$ cat config.mk
export PLATFORM = sky130hd
export DESIGN_NAME = axi_lite_sig_host
export DESIGN_NICKNAME = d
export VERILOG_FILES = /design/src/rtl/axi_lite_sig_host_pkg.sv /design/src/rtl/axi_lite_master_xfer.sv /design/src/rtl/axi_lite_sig_host.sv
export SDC_FILE = /design/constraint.sdc
export NUM_CORES = 1
export LEC_CHECK = 0
export ABC_AREA = 1
export CAP_MARGIN = 5
export CORE_AREA = 2 2 343 345
export CTS_BUF_LIST = sky130_fd_sc_hd__clkbuf_8
export DETAILED_ROUTE_END_ITERATION = 6
export DIE_AREA = 0 0 345 347
export HOLD_SLACK_MARGIN = 0.06
export SLEW_MARGIN = 30
export SYNTH_ARGS = -nofsm -noshare
export SYNTH_HDL_FRONTEND = slang
export SYNTH_SLANG_ARGS = --single-unit
export TNS_END_PERCENT = 20
$ cat constraint.sdc
create_clock -name clk -period 5.3 [get_ports clk]
set_input_delay 0.795 -clock clk [delete_from_list [all_inputs] [get_ports clk]]
set_output_delay 0.795 -clock clk [all_outputs]
set_load 0.02 [all_outputs]
$ cat src/rtl/axi_lite_sig_host_pkg.sv
// Shared definitions for the signature-chip AXI4-Lite host:
// register offsets, STATUS bit positions, op encodings,
// response codes, and the command / transfer-engine state types.
package axi_lite_sig_host_pkg;

  localparam logic [3:0] REG_CTRL     = 4'h0;
  localparam logic [3:0] REG_STATUS   = 4'h4;
  localparam logic [3:0] REG_DATA_IN  = 4'h8;
  localparam logic [3:0] REG_DATA_OUT = 4'hC;

  localparam int unsigned STAT_BUSY   = 0;
  localparam int unsigned STAT_DONE   = 1;
  localparam int unsigned STAT_ERROR  = 2;
  localparam int unsigned STAT_VERIFY = 3;

  localparam logic [1:0] OP_SIGN   = 2'b00;
  localparam logic [1:0] OP_VERIFY = 2'b01;

  localparam logic [1:0] RSP_OK      = 2'b00;
  localparam logic [1:0] RSP_SLVERR  = 2'b01;
  localparam logic [1:0] RSP_DEVERR  = 2'b10;
  localparam logic [1:0] RSP_TIMEOUT = 2'b11;

  typedef enum logic [2:0] {
    ST_IDLE,
    ST_WR_MSG,
    ST_WR_CTRL,
    ST_RD_STAT,
    ST_RD_SIG,
    ST_RESP
  } state_t;

  typedef enum logic [2:0] {
    PH_IDLE,
    PH_AW_W,
    PH_B,
    PH_AR,
    PH_R
  } xfer_phase_t;

endpackage

$ cat src/rtl/axi_lite_master_xfer.sv
// Single-beat AXI4-Lite master engine. One transfer outstanding at a time.
// Ports:
//   clk, rst_n            clock, async active-low reset
//   i_req/i_wr/i_addr/i_wdata  transfer request, held by the requester until o_done
//   o_done/o_resp/o_rdata      completion strobe (B or R handshake cycle) and result
//   o_aw*/o_w*/i_b*/o_ar*/i_r* AXI4-Lite master channels
module axi_lite_master_xfer
  import axi_lite_sig_host_pkg::*;
(
  input  logic        clk,
  input  logic        rst_n,
  input  logic        i_req,
  input  logic        i_wr,
  input  logic [3:0]  i_addr,
  input  logic [31:0] i_wdata,
  output logic        o_done,
  output logic [1:0]  o_resp,
  output logic [31:0] o_rdata,
  output logic        o_awvalid,
  input  logic        i_awready,
  output logic [3:0]  o_awaddr,
  output logic        o_wvalid,
  input  logic        i_wready,
  output logic [31:0] o_wdata,
  output logic [3:0]  o_wstrb,
  input  logic        i_bvalid,
  output logic        o_bready,
  input  logic [1:0]  i_bresp,
  output logic        o_arvalid,
  input  logic        i_arready,
  output logic [3:0]  o_araddr,
  input  logic        i_rvalid,
  output logic        o_rready,
  input  logic [31:0] i_rdata,
  input  logic [1:0]  i_rresp
);

  xfer_phase_t r_phase, w_phase_next;
  logic        r_aw_ok, r_w_ok;

  assign o_awaddr = i_addr;
  assign o_araddr = i_addr;
  assign o_wdata  = i_wdata;
  assign o_wstrb  = 4'hF;
  assign o_rdata  = i_rdata;

  // The request is launched combinationally from IDLE so a new transfer can
  // start the cycle after the previous B/R handshake.
  always_comb begin
    w_phase_next = r_phase;
    o_awvalid    = 1'b0;
    o_wvalid     = 1'b0;
    o_bready     = 1'b0;
    o_arvalid    = 1'b0;
    o_rready     = 1'b0;
    o_done       = 1'b0;
    o_resp       = 2'b00;
    case (r_phase)
      PH_IDLE: begin
        if (i_req) begin
          if (i_wr) begin
            o_awvalid    = 1'b1;
            o_wvalid     = 1'b1;
            w_phase_next = (i_awready && i_wready) ? PH_B : PH_AW_W;
          end else begin
            o_arvalid    = 1'b1;
            w_phase_next = i_arready ? PH_R : PH_AR;
          end
        end
      end
      PH_AW_W: begin
        o_awvalid = !r_aw_ok;
        o_wvalid  = !r_w_ok;
        if ((r_aw_ok || i_awready) && (r_w_ok || i_wready)) w_phase_next = PH_B;
      end
      PH_B: begin
        o_bready = 1'b1;
        if (i_bvalid) begin
          o_done       = 1'b1;
          o_resp       = i_bresp;
          w_phase_next = PH_IDLE;
        end
      end
      PH_AR: begin
        o_arvalid = 1'b1;
        if (i_arready) w_phase_next = PH_R;
      end
      PH_R: begin
        o_rready = 1'b1;
        if (i_rvalid) begin
          o_done       = 1'b1;
          o_resp       = i_rresp;
          w_phase_next = PH_IDLE;
        end
      end
      default: w_phase_next = PH_IDLE;
    endcase
  end

  always_ff @(posedge clk or negedge rst_n) begin
    if (!rst_n) begin
      r_phase <= PH_IDLE;
      r_aw_ok <= 1'b0;
      r_w_ok  <= 1'b0;
    end else begin
      r_phase <= w_phase_next;
      // Handshake flags accumulate only while both channels are still open.
      r_aw_ok <= ((r_phase == PH_AW_W) && r_aw_ok) || (o_awvalid && i_awready);
      r_w_ok  <= ((r_phase == PH_AW_W) && r_w_ok)  || (o_wvalid && i_wready);
    end
  end

endmodule

$ cat src/rtl/axi_lite_sig_host.sv
// Host-side AXI4-Lite master for the signature chip. Per command: writes the
// message to DATA_IN, starts the op via CTRL, polls STATUS, reads the signature
// from DATA_OUT (sign ops), then returns one response beat.
// Ports:
//   clk, rst_n                      clock, async active-low reset
//   cmd_valid/cmd_ready/cmd_op/cmd_msg   command request (accepted only in IDLE)
//   rsp_valid/rsp_ready/rsp_status/rsp_sig/rsp_verified   response beat
//   m_axi_*                         AXI4-Lite master to the chip's slave port
module axi_lite_sig_host
  import axi_lite_sig_host_pkg::*;
#(
  parameter int unsigned MSG_WORDS    = 8,
  parameter int unsigned SIG_WORDS    = 17,
  parameter int unsigned POLL_TIMEOUT = 65535
) (
  input  logic                         clk,
  input  logic                         rst_n,
  input  logic                         cmd_valid,
  output logic                         cmd_ready,
  input  logic [1:0]                   cmd_op,
  input  logic [MSG_WORDS*32-1:0]      cmd_msg,
  output logic                         rsp_valid,
  input  logic                         rsp_ready,
  output logic [1:0]                   rsp_status,
  output logic [(SIG_WORDS-1)*32+7:0]  rsp_sig,
  output logic                         rsp_verified,
  output logic                         m_axi_awvalid,
  input  logic                         m_axi_awready,
  output logic [3:0]                   m_axi_awaddr,
  output logic                         m_axi_wvalid,
  input  logic                         m_axi_wready,
  output logic [31:0]                  m_axi_wdata,
  output logic [3:0]                   m_axi_wstrb,
  input  logic                         m_axi_bvalid,
  output logic                         m_axi_bready,
  input  logic [1:0]                   m_axi_bresp,
  output logic                         m_axi_arvalid,
  input  logic                         m_axi_arready,
  output logic [3:0]                   m_axi_araddr,
  input  logic                         m_axi_rvalid,
  output logic                         m_axi_rready,
  input  logic [31:0]                  m_axi_rdata,
  input  logic [1:0]                   m_axi_rresp
);

  localparam int unsigned SIG_BITS = (SIG_WORDS - 1) * 32 + 8;
  localparam int unsigned WORD_W   = $clog2((SIG_WORDS > MSG_WORDS) ? SIG_WORDS : MSG_WORDS);
  localparam int unsigned POLL_W   = $clog2(POLL_TIMEOUT + 1);

  state_t                  r_state, w_state_next;
  logic [1:0]              r_op;
  logic [MSG_WORDS*32-1:0] r_msg;
  logic [WORD_W-1:0]       r_word;
  logic [POLL_W-1:0]       r_poll;
  logic [POLL_W-1:0]       w_poll_inc;
  logic [SIG_BITS-1:0]     r_sig;
  logic [1:0]              r_status;
  logic                    r_verified;

  logic        w_req, w_wr, w_done;
  logic [3:0]  w_addr;
  logic [31:0] w_wdata, w_rdata;
  logic [1:0]  w_resp;
  logic        w_resp_err, w_last_msg, w_last_sig;

  assign cmd_ready    = (r_state == ST_IDLE);
  assign rsp_valid    = (r_state == ST_RESP);
  assign rsp_status   = r_status;
  assign rsp_sig      = r_sig;
  assign rsp_verified = r_verified;

  assign w_poll_inc = r_poll + 1'b1;
  assign w_resp_err = (w_resp != 2'b00);
  assign w_last_msg = (r_word == WORD_W'(MSG_WORDS - 1));
  assign w_last_sig = (r_word == WORD_W'(SIG_WORDS - 1));

  axi_lite_master_xfer u_xfer (
    .clk       (clk),
    .rst_n     (rst_n),
    .i_req     (w_req),
    .i_wr      (w_wr),
    .i_addr    (w_addr),
    .i_wdata   (w_wdata),
    .o_done    (w_done),
    .o_resp    (w_resp),
    .o_rdata   (w_rdata),
    .o_awvalid (m_axi_awvalid),
    .i_awready (m_axi_awready),
    .o_awaddr  (m_axi_awaddr),
    .o_wvalid  (m_axi_wvalid),
    .i_wready  (m_axi_wready),
    .o_wdata   (m_axi_wdata),
    .o_wstrb   (m_axi_wstrb),
    .i_bvalid  (m_axi_bvalid),
    .o_bready  (m_axi_bready),
    .i_bresp   (m_axi_bresp),
    .o_arvalid (m_axi_arvalid),
    .i_arready (m_axi_arready),
    .o_araddr  (m_axi_araddr),
    .i_rvalid  (m_axi_rvalid),
    .o_rready  (m_axi_rready),
    .i_rdata   (m_axi_rdata),
    .i_rresp   (m_axi_rresp)
  );

  always_comb begin
    w_state_next = r_state;
    w_req        = 1'b0;
    w_wr         = 1'b0;
    w_addr       = REG_CTRL;
    w_wdata      = '0;
    case (r_state)
      ST_IDLE: begin
        if (cmd_valid) w_state_next = cmd_op[1] ? ST_RESP : ST_WR_MSG;
      end
      ST_WR_MSG: begin
        w_req   = 1'b1;
        w_wr    = 1'b1;
        w_addr  = REG_DATA_IN;
        w_wdata = r_msg[31:0];
        if (w_done) begin
          if (w_resp_err)      w_state_next = ST_RESP;
          else if (w_last_msg) w_state_next = ST_WR_CTRL;
        end
      end
      ST_WR_CTRL: begin
        w_req   = 1'b1;
        w_wr    = 1'b1;
        w_addr  = REG_CTRL;
        w_wdata = {29'b0, r_op, 1'b1};
        if (w_done) w_state_next = w_resp_err ? ST_RESP : ST_RD_STAT;
      end
      ST_RD_STAT: begin
        w_req  = 1'b1;
        w_addr = REG_STATUS;
        if (w_done) begin
          if (w_resp_err || w_rdata[STAT_ERROR]) w_state_next = ST_RESP;
          else if (w_rdata[STAT_DONE])
            w_state_next = (r_op == OP_VERIFY) ? ST_RESP : ST_RD_SIG;
          else if (w_poll_inc == POLL_W'(POLL_TIMEOUT)) w_state_next = ST_RESP;
        end
      end
      ST_RD_SIG: begin
        w_req  = 1'b1;
        w_addr = REG_DATA_OUT;
        if (w_done && (w_resp_err || w_last_sig)) w_state_next = ST_RESP;
      end
      ST_RESP: begin
        if (rsp_ready) w_state_next = ST_IDLE;
      end
      default: w_state_next = ST_IDLE;
    endcase
  end

  always_ff @(posedge clk or negedge rst_n) begin
    if (!rst_n) r_state <= ST_IDLE;
    else        r_state <= w_state_next;
  end

  always_ff @(posedge clk or negedge rst_n) begin
    if (!rst_n) begin
      r_op       <= '0;
      r_msg      <= '0;
      r_word     <= '0;
      r_poll     <= '0;
      r_sig      <= '0;
      r_status   <= RSP_OK;
      r_verified <= 1'b0;
    end else begin
      case (r_state)
        ST_IDLE: begin
          if (cmd_valid) begin
            r_op       <= cmd_op;
            r_msg      <= cmd_msg;
            r_word     <= '0;
            r_poll     <= '0;
            r_sig      <= '0;
            r_verified <= 1'b0;
            r_status   <= cmd_op[1] ? RSP_TIMEOUT : RSP_OK;
          end
        end
        ST_WR_MSG: begin
          if (w_done) begin
            if (w_resp_err) r_status <= RSP_SLVERR;
            else begin
              // Message shifts down so the next word is always in [31:0].
              r_msg  <= r_msg >> 32;
              r_word <= r_word + 1'b1;
            end
          end
        end
        ST_WR_CTRL: begin
          if (w_done) begin
            r_word <= '0;
            if (w_resp_err) r_status <= RSP_SLVERR;
          end
        end
        ST_RD_STAT: begin
          if (w_done) begin
            if (w_resp_err)                r_status <= RSP_SLVERR;
            else if (w_rdata[STAT_ERROR])  r_status <= RSP_DEVERR;
            else if (w_rdata[STAT_DONE])   r_verified <= (r_op == OP_VERIFY) && w_rdata[STAT_VERIFY];
            else begin
              r_poll <= w_poll_inc;
              if (w_poll_inc == POLL_W'(POLL_TIMEOUT)) r_status <= RSP_TIMEOUT;
            end
          end
        end
        ST_RD_SIG: begin
          if (w_done) begin
            if (w_resp_err) r_status <= RSP_SLVERR;
            else begin
              for (int unsigned k = 0; k < SIG_WORDS - 1; k++) begin
                if (r_word == WORD_W'(k)) r_sig[k*32 +: 32] <= w_rdata;
              end
              // Final word carries only 8 signature bits.
              if (w_last_sig) r_sig[SIG_BITS-1 -: 8] <= w_rdata[7:0];
              r_word <= r_word + 1'b1;
            end
          end
        end
        default: ;
      endcase
    end
  end

endmodule

==> Word-level counts from Yosys, hierarchy flattened <==
Cells that the tools add are included.
{ "classes": {"muxes": 95, "n_eq_ne": 70, "n_reduce_logical": 54, "n_addsub": 2} }
{ "op_table": {"columns": ["op", "n"], "rows": [
  ["2-to-1 mux 520 bit", 3],
  ["one-hot mux 520 bit (2 select lines)", 1],
  ["2-to-1 mux 256 bit", 3],
  ["2-to-1 mux 32 bit", 16],
  ["one-hot mux 256 bit (2 select lines)", 1],
  ["AND reduction 5 bit", 19],
  ["2-to-1 mux 16 bit", 5],
  ["inequality test 2 bit, second input constant", 33],
  ["one-hot mux 32 bit (2 select lines)", 1],
  ["2-to-1 mux 3 bit", 20],
  ["== test 5 x 4 -> 1 bit, second input constant", 8],
  ["one-hot mux 16 bit (2 select lines)", 1],
  ["2-to-1 mux 2 bit", 12],
  ["== test 5 x 3 -> 1 bit, second input constant", 4],
  ["2-to-1 mux 5 bit", 4],
  ["one-hot mux 3 bit (6 select lines)", 1],
  ["adder 16 x 1 -> 16 bit, second input constant", 1],
  ["== test 16 bit, second input constant", 1],
  ["2-to-1 mux 1 bit", 16],
  ["one-hot mux 3 bit (5 select lines)", 1],
  ["one-hot mux 5 bit (3 select lines)", 1],
  ["== test 3 x 2 -> 1 bit, second input constant", 4],
  ["inequality test 2 x 1 -> 1 bit, second input constant", 6],
  ["inequality test 4 bit, second input constant", 3],
  ["28 further kinds", 56]
]} }
{ "word_totals": {"inputBits": 303, "elab_cells": 248, "regBits": 810} }

==> Depth between registers and ports, before layout <==
Gate-level depths: netlist of run 1.
{ "logic_depth": {"ltp_word": 8, "ltp_mapped": 16, "depth_no_buf": 14} }

==> By module <==
A second synthesis of run 1 with hierarchy kept.
{ "hier_totals": {"hier_cells": 3608, "hier_area_um2": 33533.4} }
{ "by_module_without_submodules": {"columns": ["mod", "area_per_inst_um2", "n_inst", "cells_per_inst"], "rows": [
  ["axi_lite_sig_host", 32523.7, 1, 3455],
  ["axi_lite_master_xfer", 1009.7, 1, 153]
]} }

==> Worst setup path after synthesis of run 1 <==
OpenSTA, ideal clock, no wires.
{ "synth_timing": {"path_kind": "flip-flop to flip-flop", "startpoint": "register u_xfer.r_phase[2]", "endpoint": "register r_sig[225] (netlist: rsp_sig[225])", "setup_slack_ns": 3.128, "path_stages_with_launch": 11, "setup_ns": 0.136, "arrival_time_ns": 2.036, "path_buffers": 2, "required_time_ns": 5.164, "cell_sequence": "dfrtp_1 nor3_2 o211ai_1 nand2_2 inv_2 o21ai_2 inv_4 buf_12 nand2_4 buf_2 o21ai_0"} }
{ "synth_via": {"elab_chain_len": 5} }
{ "synth_rtl": {"columns": ["element", "line_no", "source"], "rows": [
  ["start: declaration", "axi_lite_master_xfer.sv:38", "xfer_phase_t r_phase, w_phase_next;"],
  ["start signal: assignment", "axi_lite_master_xfer.sv:106", "r_phase <= w_phase_next;"],
  ["== test 3 bit or == test 3 x 2 -> 1 bit (tied branches)", "axi_lite_master_xfer.sv:58", "case (r_phase)"],
  ["one-hot mux 2 bit (2 select lines)", "axi_lite_master_xfer.sv:58", null],
  ["nonzero test 2 bit", "axi_lite_sig_host.sv:73", "assign w_resp_err = (w_resp != 2'b00);"],
  ["inequality test 2 bit (no source line)", null, null],
  ["AND reduction 5 bit (no source line) (*)", null, null],
  ["end signal: indexed assignment", "axi_lite_sig_host.sv:214", "if (r_word == WORD_W'(k)) r_sig[k*32 +: 32] <= w_rdata;"],
  ["end signal: indexed assignment", "axi_lite_sig_host.sv:217", "if (w_last_sig) r_sig[SIG_BITS-1 -: 8] <= w_rdata[7:0];"],
  ["end: declaration", "axi_lite_sig_host.sv:56", "logic [SIG_BITS-1:0] r_sig;"]
]} }
Every way passes the cells marked *; elsewhere a longest branch is shown, timed or not.
A chain may end at the register's enable or synchronous reset.

==> Final worst setup path of run 1 <==
{ "layout_timing": {"startpoint": "register r_state[2]", "endpoint": "output m_axi_wvalid"} }
{ "layout_via": {"elab_chain_len": 6} }
{ "layout_rtl": {"columns": ["element", "line_no", "source"], "rows": [
  ["start: declaration", "axi_lite_sig_host.sv:50", "state_t r_state, w_state_next;"],
  ["start signal: assignment", "axi_lite_sig_host.sv:157", "else r_state <= w_state_next;"],
  ["== test 3 x 2 -> 1 bit or == test 3 x 1 -> 1 bit (tied branches)", "axi_lite_sig_host.sv:112", "case (r_state)"],
  ["OR reduction 2 bit (no source line)", null, null],
  ["2-to-1 mux 1 bit", "axi_lite_sig_host.sv:112", null],
  ["2-to-1 mux 1 bit", "axi_lite_master_xfer.sv:61", "if (i_wr) begin"],
  ["2-to-1 mux 1 bit (*)", "axi_lite_master_xfer.sv:60", "if (i_req) begin"],
  ["one-hot mux 1 bit (2 select lines) (*)", "axi_lite_master_xfer.sv:58", null],
  ["end: declaration", "axi_lite_sig_host.sv:30", "output logic m_axi_wvalid,"]
]} }
Marks and branches as above.

==> results of run 1 <==
==> cell type report <==
cell class	count	area [um2]
inverter	320	1210
multi-input combinational	2145	10500
fill	11583	69800
clock buffer	169	2330
tap	1524	1910
clock inverter	83	566
sequential	810	20300
timing repair buffer	912	9130
antenna	14	35.0
==> synth_stat cells (all sizes together) <==
library cell	count	area share (%)
nand2	918	11
dfrtp	810	61
o21ai	781	12
inv	319	3.6
o211ai	227	5.1
buf	136	2.5
clkbuf	120	1.4
nor2	80	0.94
o21a	40	0.91
nand3	34	0.53
o22ai	14	0.26
a21oi	13	0.22
nand4	9	0.17
ha	7	0.26
nor3	6	0.12
conb	2	0.023
nor4	2	0.038
and2	1	0.019
clkinv	1	0.011
nand3b	1	0.023
o2111ai	1	0.026
o21bai	1	0.023
o31ai	1	0.023
xnor2	1	0.026
==> layer usage <==
metal / vias up / global-route usage [%]
li1: 13248 / -
met1: 13597 / 24.9
met2: 1173 / 33.8
met3: 267 / 7.94
met4: 26 / 10.9
met5: - / 0
==> logic make-up after synthesis <==
kind of cell / Yosys count / share of synthesized area (%)
buffers and inverters: 576 / 7.53
flip-flops: 810 / 61.2
AO/OA/AOI/OAI: 1078 / 18.4
XOR/XNOR: 1 / 0.0265
AND/OR/NAND/NOR: 1051 / 12.5
other: 2 / 0.0227
adder cells (fa/ha/maj): 7 / 0.264
==> state kept, by name (all words and copies together) (netlist names), 2 cells and up <==
signal,flops
r_op,2
r_poll,16
r_msg,256
rsp_status,2
r_state,3
u_xfer.r_phase,3
r_word,5
rsp_sig,520
==> final timing paths <==
kind / startpoint / endpoint / slack [ns] / cells past startpoint
setup / recovery: r_state[2]$_DFFE_PN0P_ / m_axi_wvalid / 1.33 / 7
hold / removal: rst_n / r_msg[234]$_DFFE_PN0P_ / 0.46 / 2
setup reg to reg: r_state[2]$_DFFE_PN0P_ / r_msg[193]$_DFFE_PN0P_ / 1.91 / 10
hold reg to reg: rsp_sig[493]$_DFFE_PN0P_ / rsp_sig[493]$_DFFE_PN0P_ / 0.48 / 2
max in group asynchronous: rst_n / r_msg[22]$_DFFE_PN0P_ / 3.35 / 5
min in group clk: rsp_sig[493]$_DFFE_PN0P_ / rsp_sig[493]$_DFFE_PN0P_ / 0.48 / 2
==> where the power goes <==
part           leakage [nW]  internal [mW]  switching, mW
Clock                  1.69           3.14           2.79
Combinational          7.49           5.87           11.0
Sequential             10.7           9.08           1.32
==> what timing repair did <==
| item | 4_1_cts | 5_1_grt |
|---|---|---|
| endpoints found under the setup margin | 0 | 0 |
| hold endpoints to repair | 45 | 0 |
| hold buffers | 1 | 0 |
==> flow_metrics.env, run 1 <==
export IMPL_drtAntennaViolNets=0
export IMPL_numCtsBuffers=143
export IMPL_ctsResizeCount=0
export IMPL_place_congestion=0.881
export IMPL_min_period_ns=3.97
export IMPL_fmax_ghz=0.252
export IMPL_cts_setup_buffers=0
export IMPL_yosysWarnings=0
export IMPL_synthToLayoutAreaGrowth_pct=38.6
export IMPL_layout_commonest_cell="nand2_1"
export IMPL_seq_area_frac_synth_pct=61.2
export IMPL_synth_cell_types=39
export IMPL_clk_latency_ns=0.83
export IMPL_cts_num_sinks=810
export IMPL_dp_hpwl_um=92500
export IMPL_port_buffers=868
export IMPL_first_iter_violations=2291
export IMPL_antenna_found_initial=33
export IMPL_grt_pass1_wl_um=187000
export IMPL_p_per_area_nw_per_um2=724
export IMPL_wl_met2_um=60200
export IMPL_grt_max_degree=212
export IMPL_htreeDepth=4
export IMPL_core_um2=116000
export IMPL_cp_slowest_cell="clkdlybuf4s50_1"
export IMPL_grt_pass1_vias=26940
export IMPL_worst_setup_path_type="flop to output pin"
export IMPL_pre_cts_slack_ns=1.66
export IMPL_setup_violations=0
export IMPL_cts_max_path_buffers=3
export IMPL_drt_first_pass_iters=6
export IMPL_overflow=0
export IMPL_start_kind="flop"
export IMPL_critPathMaxStageDelay_ns=0.63
export IMPL_dr_total_vias=28311
export IMPL_utilization_pct=39.7
export IMPL_post_dp_cell_area_um2=42900
export IMPL_avgSynthCellArea_um2=9.39
export IMPL_hp_class="input pin to asynchronous set/reset pin"
export IMPL_start_util_pct=28.6
export IMPL_cp_data_required_time_ns=4.51
export IMPL_ir_drop_v=0.000577
export IMPL_syn_inst=3525
export IMPL_skew_ns=0.0600
export IMPL_slew_headroom_pct=30.3
export IMPL_setup_tns_ns=0
export IMPL_p_leak_nw=19.8
export IMPL_crit_path_frequent_cell="nand2_1"
export IMPL_critPathArrivalTime_ns=3.18
export IMPL_io_pin_count=877
export IMPL_nNetsFinal=4642
export IMPL_wl_met1_um=50700
export IMPL_post_drt_wl_per_cell_um=21.7
export IMPL_die_w_um=345
export IMPL_routed_wl_met3_um=12200
export IMPL_worstSetupEndpointType="output pin"
export IMPL_drive_above_1_share_pct=6.62
export IMPL_drc_errors=0
export IMPL_cp_top_family="buffers and inverters"
export IMPL_crit_fanout=35
export IMPL_hold_viol_final=0
export IMPL_slew_violations=0
export IMPL_timing_hold_ws_ns=0.460
export IMPL_core_rowCount=125
export IMPL_total_power_mw=33.2
export IMPL_worst_pin_slew_ns=1.04
export IMPL_ys_ff_latch=810
export IMPL_syn_area_um2=33100
export IMPL_routed_via_density=4.74
export IMPL_rsz0062_at_grt="no"
export IMPL_cts_tree="yes"
export IMPL_dp_cells=5709
export IMPL_cap_violations=0
export IMPL_clock_tree_root_cell="clkbuf_8"
export IMPL_drt_total_wl_um=130000
export IMPL_die_y_um=347
export IMPL_path_buf_inv=3
export IMPL_crit_chain="inv_2 > nand3_2 > buf_4 > nand2_1 > nand2_1 > o21ai_0 > clkdlybuf4s50_1"
export IMPL_status="completed"
export IMPL_gr_usage_all_layers_pct=21.2
export IMPL_die_area_um2=120000
export IMPL_stdcell_count=5977
export IMPL_final_cell_mix="nand2_1, clkdlybuf4s50_1, dfrtp_1, o21ai_0, inv_1"
export IMPL_fin_crit_sh_pct=74.9
export IMPL_design_area_um2=45900
export IMPL_clkSlewWorstSetupHoldPaths_ns=0.06
export IMPL_highest_layer="met5"
export IMPL_setup_ws_ns=1.33
Note: power is estimated with default switching activity, not from simulation.
==> inputs of run 2 (changes only) <==
==> constraint.sdc (replaced) <==
create_clock -name clk -period 3.8 [get_ports clk]
set_input_delay 0.57 -clock clk [delete_from_list [all_inputs] [get_ports clk]]
set_output_delay 0.57 -clock clk [all_outputs]
set_load 0.02 [all_outputs]
==> flow_metrics.env, run 2 (synthesis results as in run 1) <==
export IMPL_status="completed"
export IMPL_dr_total_vias=28243
export IMPL_drt_total_wl_um=131000
export IMPL_worstReg2RegStart="r_state[2]$_DFFE_PN0P_"
export IMPL_setup_tns_ns=0
export IMPL_first_iter_violations=1913
export IMPL_antenna_found_initial=28
export IMPL_drtAntennaViolNets=0
export IMPL_worst_pin_slew_ns=1.02
export IMPL_numCtsBuffers=147
export IMPL_hp_class="input pin to flop"
export IMPL_overflow=0
export IMPL_worstReg2RegEnd="r_msg[22]$_DFFE_PN0P_"
export IMPL_skew_ns=0.0740
export IMPL_drt_first_pass_iters=6
export IMPL_synthToLayoutAreaGrowth_pct=39.2
export IMPL_routed_via_density=4.71
export IMPL_cap_violations=0
export IMPL_drc_errors=0
export IMPL_place_congestion=0.856
export IMPL_reg2reg_depth=9
export IMPL_cts_tree="yes"
export IMPL_grt_pass1_wl_um=190000
export IMPL_slew_headroom_pct=32.0
export IMPL_layout_commonest_cell="nand2_1"
export IMPL_die_area_um2=120000
export IMPL_cts_max_path_buffers=3
export IMPL_cp_data_required_time_ns=3.23
export IMPL_port_buffers=868
export IMPL_endpoint="m_axi_wvalid"
export IMPL_timing_hold_ws_ns=0.288
export IMPL_setup_violations=0
export IMPL_gr_usage_all_layers_pct=21.4
export IMPL_fmax_ghz=0.280
export IMPL_fin_crit_sh_pct=94.0
export IMPL_critPathArrivalTime_ns=3.00
export IMPL_p_leak_nw=20.0
export IMPL_core_um2=116000
export IMPL_slew_violations=0
export IMPL_drive_above_1_share_pct=6.91
export IMPL_cts_setup_buffers=0
export IMPL_start_util_pct=28.6
export IMPL_min_period_ns=3.57
export IMPL_clk_latency_ns=0.85
export IMPL_clkSlewWorstSetupHoldPaths_ns=0.06
export IMPL_post_drt_wl_per_cell_um=21.9
export IMPL_clock_tree_root_cell="clkbuf_8"
export IMPL_die_w_um=345
export IMPL_hold_viol_final=0
export IMPL_rrSetupSlack_ns=0.86
export IMPL_p_per_area_nw_per_um2=1010
export IMPL_grt_pass1_vias=27233
export IMPL_worstSetupEndpointType="output pin"
export IMPL_die_y_um=347
export IMPL_dp_hpwl_um=93700
export IMPL_worst_setup_path_type="flop to output pin"
export IMPL_core_rowCount=125
export IMPL_grt_max_degree=142
export IMPL_startpoint="r_state[2]$_DFFE_PN0P_"
export IMPL_crit_fanout=7
export IMPL_rsz0062_at_grt="no"
export IMPL_cts_num_sinks=810
export IMPL_htreeDepth=4
export IMPL_start_kind="flop"
export IMPL_nNetsFinal=4670
export IMPL_largest_register_ffs=520
export IMPL_io_pin_count=877
export IMPL_ir_drop_v=0.000698
export IMPL_utilization_pct=39.8
export IMPL_final_cell_mix="nand2_1, clkdlybuf4s50_1, dfrtp_1, o21ai_0, inv_1"
[run 2: changes by cell type in the layout (fill, tap and decap cells not counted), moves of 5 or more]
cell / previous run / this run
nand2_1: 886 / 893
diode_2: 14 / 7
buf_4: 35 / 54
clkbuf_8: 169 / 175
buf_12: 6 / 13
clkinv_2: 12 / 7
[run 2: critical path, stage by stage (launching register included)]
cell	delay, ns
dfrtp_1	0.47
inv_2	0.14
nand3_1	0.30
nand2_1	0.39
nand2_1	0.11
o21ai_0	0.13
clkdlybuf4s50_1	0.68
[run 2: per-stage QoR]
step / cells / power [mW] / cell area (um2) / setup WS (ns)
finish: 5991 / 46.4 / 46100 / 0.227
global route: 5987 / 49.4 / 46100 / 0.0540
CTS: 5984 / 46.9 / 46100 / 0.106
detailed placement: 5734 / 38.5 / 43200 / 0.637
global placement: 5734 / 38.1 / 43200 / 0.638
floorplan: 3531 / 28.0 / 33100 / 1.63
[run 2: report_power, final]
group,switching (mW),total (mW),leakage (nW),internal (mW)
clock,3.83,8.17,1.67,4.34
sequential,1.89,14.6,10.7,12.7
combinational,15.3,23.7,7.62,8.38
total,21.0,46.4,20.0,25.4
[run 2: timing repair]
action | 4_1_cts | 5_1_grt
endpoints found under the hold margin | 48 | 0
setup endpoints to repair | 0 | 1
hold buffers | 1 | 0
gates resized for setup | 0 | 1
[run 2: cell type report]
| cell class | count | area [um2] |
|---|---|---|
| fill | 11542 | 69700 |
| sequential | 810 | 20300 |
| multi-input combinational | 2145 | 10400 |
| timing repair buffer | 936 | 9370 |
| clock buffer | 175 | 2410 |
| tap | 1524 | 1910 |
| inverter | 320 | 1210 |
| clock inverter | 74 | 469 |
| antenna | 7 | 17.5 |
[run 2: routing by layer]
metal	vias to the layer above	share of wire, %	GRT usage, %
met5	-	0.19	0
li1	13304	-	-
met2	1005	48	36.0
met3	232	9.6	8.55
met4	40	3.1	7.02
met1	13662	39	24.8
[run 2: worst min-delay path by stage]
stage,startpoint,slack (ns),depth (start not counted),to
CTS,cmd_msg[236],0.17,3,r_msg[236]$_DFFE_PN0P_
global placement,rsp_sig[396]$_DFFE_PN0P_,0.47,2,rsp_sig[396]$_DFFE_PN0P_
detailed placement,rsp_sig[140]$_DFFE_PN0P_,0.47,2,rsp_sig[140]$_DFFE_PN0P_
global route,cmd_msg[228],0.24,3,r_msg[228]$_DFFE_PN0P_
finish,cmd_msg[247],0.29,3,r_msg[247]$_DFFE_PN0P_
floorplan,rst_n,0.27,0,r_msg[0]$_DFFE_PN0P_
